`src/rtl/fetch_sequencer.sv`:
```
`default_nettype none
// ============================================================================
// fetch_sequencer : drives the PC register and fetches over req/ack into a
//                   valid/ready instruction register.  Rev 1.0
// ============================================================================
module fetch_sequencer #(
    parameter int                ADDR_W    = 16,
    parameter int                INSTR_W   = 16,
    parameter int                PC_INC    = 1,
    parameter logic [ADDR_W-1:0] RESET_VEC = '0
) (
    input  logic               clk,
    input  logic               rst,
    input  logic [ADDR_W-1:0]  pc,
    output logic               pc_wrt,
    output logic [ADDR_W-1:0]  pc_next,
    output logic               imem_req,
    output logic [ADDR_W-1:0]  imem_addr,
    input  logic               imem_ack,
    input  logic [INSTR_W-1:0] imem_rdata,
    output logic               ir_valid,
    output logic [INSTR_W-1:0] ir_data,
    output logic [ADDR_W-1:0]  ir_pc,
    input  logic               ir_ready,
    input  logic               br_taken,
    input  logic [ADDR_W-1:0]  br_target
);

    localparam logic [1:0]        c_BOOT   = 2'd0;
    localparam logic [1:0]        c_FETCH  = 2'd1;
    localparam logic [1:0]        c_HOLD   = 2'd2;
    localparam logic [ADDR_W-1:0] c_PC_INC = ADDR_W'(PC_INC);

    logic [1:0]         state_q,    state_d;
    logic               ir_valid_q, ir_valid_d;
    logic [INSTR_W-1:0] ir_data_q,  ir_data_d;
    logic [ADDR_W-1:0]  ir_pc_q,    ir_pc_d;

    always_comb begin
        state_d    = state_q;
        ir_valid_d = ir_valid_q;
        ir_data_d  = ir_data_q;
        ir_pc_d    = ir_pc_q;
        pc_wrt     = 1'b1;
        pc_next    = pc;
        imem_req   = 1'b0;
        imem_addr  = pc;

        if (!rst) begin
            // The PC register clears itself while write-enable is low.
            pc_wrt  = 1'b0;
            pc_next = RESET_VEC;
        end else begin
            case (state_q)
                c_BOOT: begin
                    pc_next = RESET_VEC;
                    state_d = c_FETCH;
                end
                c_FETCH: begin
                    imem_req = 1'b1;
                    if (br_taken) begin
                        pc_next    = br_target;
                        ir_valid_d = 1'b0;
                    end else if (imem_ack) begin
                        pc_next    = pc + c_PC_INC;
                        ir_valid_d = 1'b1;
                        ir_data_d  = imem_rdata;
                        ir_pc_d    = pc;
                        state_d    = c_HOLD;
                    end
                end
                c_HOLD: begin
                    if (br_taken) begin
                        pc_next    = br_target;
                        ir_valid_d = 1'b0;
                        state_d    = c_FETCH;
                    end else if (ir_ready) begin
                        ir_valid_d = 1'b0;
                        state_d    = c_FETCH;
                    end
                end
                default: begin
                    pc_next = RESET_VEC;
                    state_d = c_BOOT;
                end
            endcase
        end
    end

    always_ff @(posedge clk) begin
        if (!rst) begin
            state_q    <= c_BOOT;
            ir_valid_q <= 1'b0;
            ir_data_q  <= '0;
            ir_pc_q    <= '0;
        end else begin
            state_q    <= state_d;
            ir_valid_q <= ir_valid_d;
            ir_data_q  <= ir_data_d;
            ir_pc_q    <= ir_pc_d;
        end
    end

    assign ir_valid = ir_valid_q;
    assign ir_data  = ir_data_q;
    assign ir_pc    = ir_pc_q;

endmodule
`default_nettype wire

```
`config.mk`:
```
export PLATFORM = sky130hd
export DESIGN_NAME = fetch_sequencer
export DESIGN_NICKNAME = d
export VERILOG_FILES = /design/src/rtl/fetch_sequencer.sv
export SDC_FILE = /design/constraint.sdc
export NUM_CORES = 1
export LEC_CHECK = 0
export CORE_ASPECT_RATIO = 0.8
export CORE_MARGIN = 5
export CORE_UTILIZATION = 39
export DETAILED_ROUTE_END_ITERATION = 8
export GPL_TIMING_DRIVEN = 0
export PLACE_DENSITY = 0.81
export RECOVER_POWER = 100
export SYNTH_ARGS = -nofsm -noshare
export SYNTH_HDL_FRONTEND = slang
export SYNTH_SLANG_ARGS = --single-unit
```
`constraint.sdc`:
```
create_clock -name clk -period 2.1 [get_ports clk]
set_input_delay 0.42 -clock clk [delete_from_list [all_inputs] [get_ports clk]]
set_output_delay 0.42 -clock clk [all_outputs]
set_load 0.05 [all_outputs]
```
==> results.ini <==
[synthesis]
yosysMostFrequentCell=nand2_1
synth_edf_count=0
synthCells=295
synth_xor_area_share_pct=0.4063
ys_types=47
async_flop_share_pct=0
synth_mux_area_share_pct=0.9867
synth_top_area_share_pct=32.50
syn_avg_cell_area_um2=7.308
synth-simple-area-share_pct=26.76
synth_common_cells=nand2_1 (78), a21oi_1 (41), dfxtp_1 (35)
ys_ff_latch=35
synth_fp_nets=352
syn_area_um2=2156
yosys.area.top_type=dfxtp_1
synth_fa_ha_area_share_pct=2.322
synth_area_leaders=dfxtp_1 (33%), nand2_1 (14%), a21oi_1 (9.5%)
synth_flop_cell=dfxtp_1
synth_top_family_by_area=simple AND/OR/NAND/NOR gates
ys.warnings.count=0
synth_compound_area_share_pct=25.01
ys_seq_area_share_pct=32.50

[status]
status=finished, violations left
failed_checks=negative setup slack

[placement]
post-dp-hpwl_mm=5.955
place_ws_ns=-1.463
place.gp.congestion=0.9069
io_buffers=119

[worst_hold_path]
min_to=ir_pc[6]
min_path_type=reg2reg
min_from=ir_pc[6]
whs_path_depth=2

[critical_path]
timing.rr.start=state_q[1]
crit_slowest_cell=a311oi_1
critPathMaxStageDelay_ns=0.58
crit_arrival_ns=2.00
critical_path_required_ns=1.68
reg2regPathDepth=9
rr_endpoint=ir_pc[2]
end_kind=output pin
setup.worst_path.class=reg2out
start_kind=register
path_cells=inv_6, ha_4, buf_4, clkinv_8, nor2_4, a311oi_1, a2111oi_4, buf_6
r2r_setup_slack_ns=0.13
path_max_fanout=9

[clock_tree]
clkTransAtPathRegs_ns=0.07
clock-sinks=35
insertion_delay_ns=0.29
cts-buffers-inserted=5
cts_tree=built
clockBufferDepth=2
cts_root_buf=clkbuf_8
htree_levels=2

[floorplanning]
io_pins=120
coreArea_um2=5405
dieArea_um2=7124
die_h_um=76.50
initial_core_util_pct=39.88
die_w_um=93.13
rows=24

[power_and_ir_drop]
ir_drop_v=0.0005291
finalPower_uw=2122
p_leak_uw=0.001542
powerDensity_nw_per_um2=500.4

[global_route]
grt_pass1_wl_mm=13.63
grt_usage_pct=23.46
grt_max_degree=12
grt.overflow.total=0
antenna_found_initial=0
grt_pass1_vias=2732

[timing]
hold_viol_final=0
timing.final.ws_setup_ns=-0.3198
whs_ns=0.4539
finalCriticalPeriod_ns=2.420
worst_slew_pin_slew_ns=0.6437
slew_headroom_pct=56.79
period_share_pct=115.2
setup_viol=16
rsz0062_at_grt=true
tns_ns=-2.978
max_freq_mhz=413.3
skew_ns=0.003162
slew_violations=0

[final_layout]
nets=503
fill_cells=350
diodes=0
area_delta_synth_final_pct=96.69
multi_input_area_um2=1648
final_layout_size_suffix_gt1_share_pct=34.68
seqCellArea_um2=708.2

[flow_run]
drv_cap=0

[drt]
post_drt_wl_per_cell_um=18.88
dr.pass1.iters=5
drt_iter0_drc=224
ant_nets=0
routed_wirelength_mm=9.668
drc_errors=0
viasPerCell=5.602
dr_total_vias=2868

per-layer routing:
metal | global-route usage, % | vias up | share of wire (%)
li1 | - | 1326 | -
met1 | 28.39 | 1319 | 39
met2 | 39.76 | 182 | 49
met3 | 6.910 | 41 | 8.3
met4 | 7.321 | 0 | 3.5
met5 | 0 | - | 0
power breakdown:
group          switching, uW  total, uW  leakage, uW  internal, uW
sequential              20.3        714     0.000285           693
clock                    255        487    0.0000412           232
combinational            551        921      0.00122           370
total                    826       2120      0.00154          1300
cells by family after synthesis:
logic type	count (synthesis)
flops	35
simple gates	120
buf+inv	50
mux	2
fa+ha+maj	4
compound gates	83
xor+xnor	1
registers in the layout (all words and copies together), names as in the netlist:
name / flops
ir_valid: 1
ir_pc: 16
ir_data: 16
state_q: 2
worst max path at each step:
| stage | startpoint | endpoint |
|---|---|---|
| 6_report | state_q[1] | pc_next[10] |
| 5_1_grt | state_q[1] | pc_next[10] |
| 4_1_cts | state_q[0] | pc_next[11] |
| 3_5_place_dp | pc[0] | pc_next[8] |
| 3_3_place_gp | pc[0] | pc_next[8] |
| 2_1_floorplan | state_q[0] | pc_next[11] |
layout by cell type (no fill, tap or decap), types with 3 or more instances in the layout:
cell             count
clkdlybuf4s50_1     79
nand2_1             76
buf_4               38
a21oi_1             35
dfxtp_1             33
buf_6               22
inv_1               10
nor2_1               8
buf_2                8
clkbuf_2             7
clkbuf_1             7
nand4_1              5
a21oi_2              5
clkbuf_8             5
clkdlybuf4s15_2      5
dlygate4sd2_1        5
nand4_4              4
o21ai_0              4
ha_4                 4
clkbuf_4             3
nand3_1              3
clkinv_2             3
nor2_4               3
nor4b_4              3
o311ai_4             3
a211oi_4             3
o21ai_2              3
metrics by stage:
step	util (%)	instances	area (um2)
floorplan	-	295	2306
global placement	66.20	479	3578
detailed placement	66.34	480	3586
CTS	75.42	506	4076
global route	78.45	512	4240
finish	78.45	512	4240
timing repair:
item / 4_1_cts / 5_1_grt
cloned: 1 / 1
buffers inserted: 17 / 5
pin swaps: 12 / 16
hold buffers: 0 / 0
setup endpoints to repair: 34 / 49
gates resized for setup: 248 / 40
final cells by class:
type | count | area share (%)
inverter | 15 | 1.859
buffer | 35 | 6.167
multi-input combinational | 211 | 38.86
tap | 65 | 1.918
timing repair buffer | 143 | 32.49
sequential | 35 | 16.70
clock inverter | 2 | 0.2951
clock buffer | 6 | 1.711
critical path: cells and delay by family (launching register included):
| kind | cells | cell delay, ns |
|---|---|---|
| AOI/OAI and AO/OA | 2 | 0.65 |
| buffers and inverters | 4 | 0.48 |
| and+or+nand+nor | 1 | 0.05 |
| DFF | 1 | 0.38 |
| adders and majority gates | 1 | 0.15 |
No activity file was read; power rests on OpenSTA's default activity.
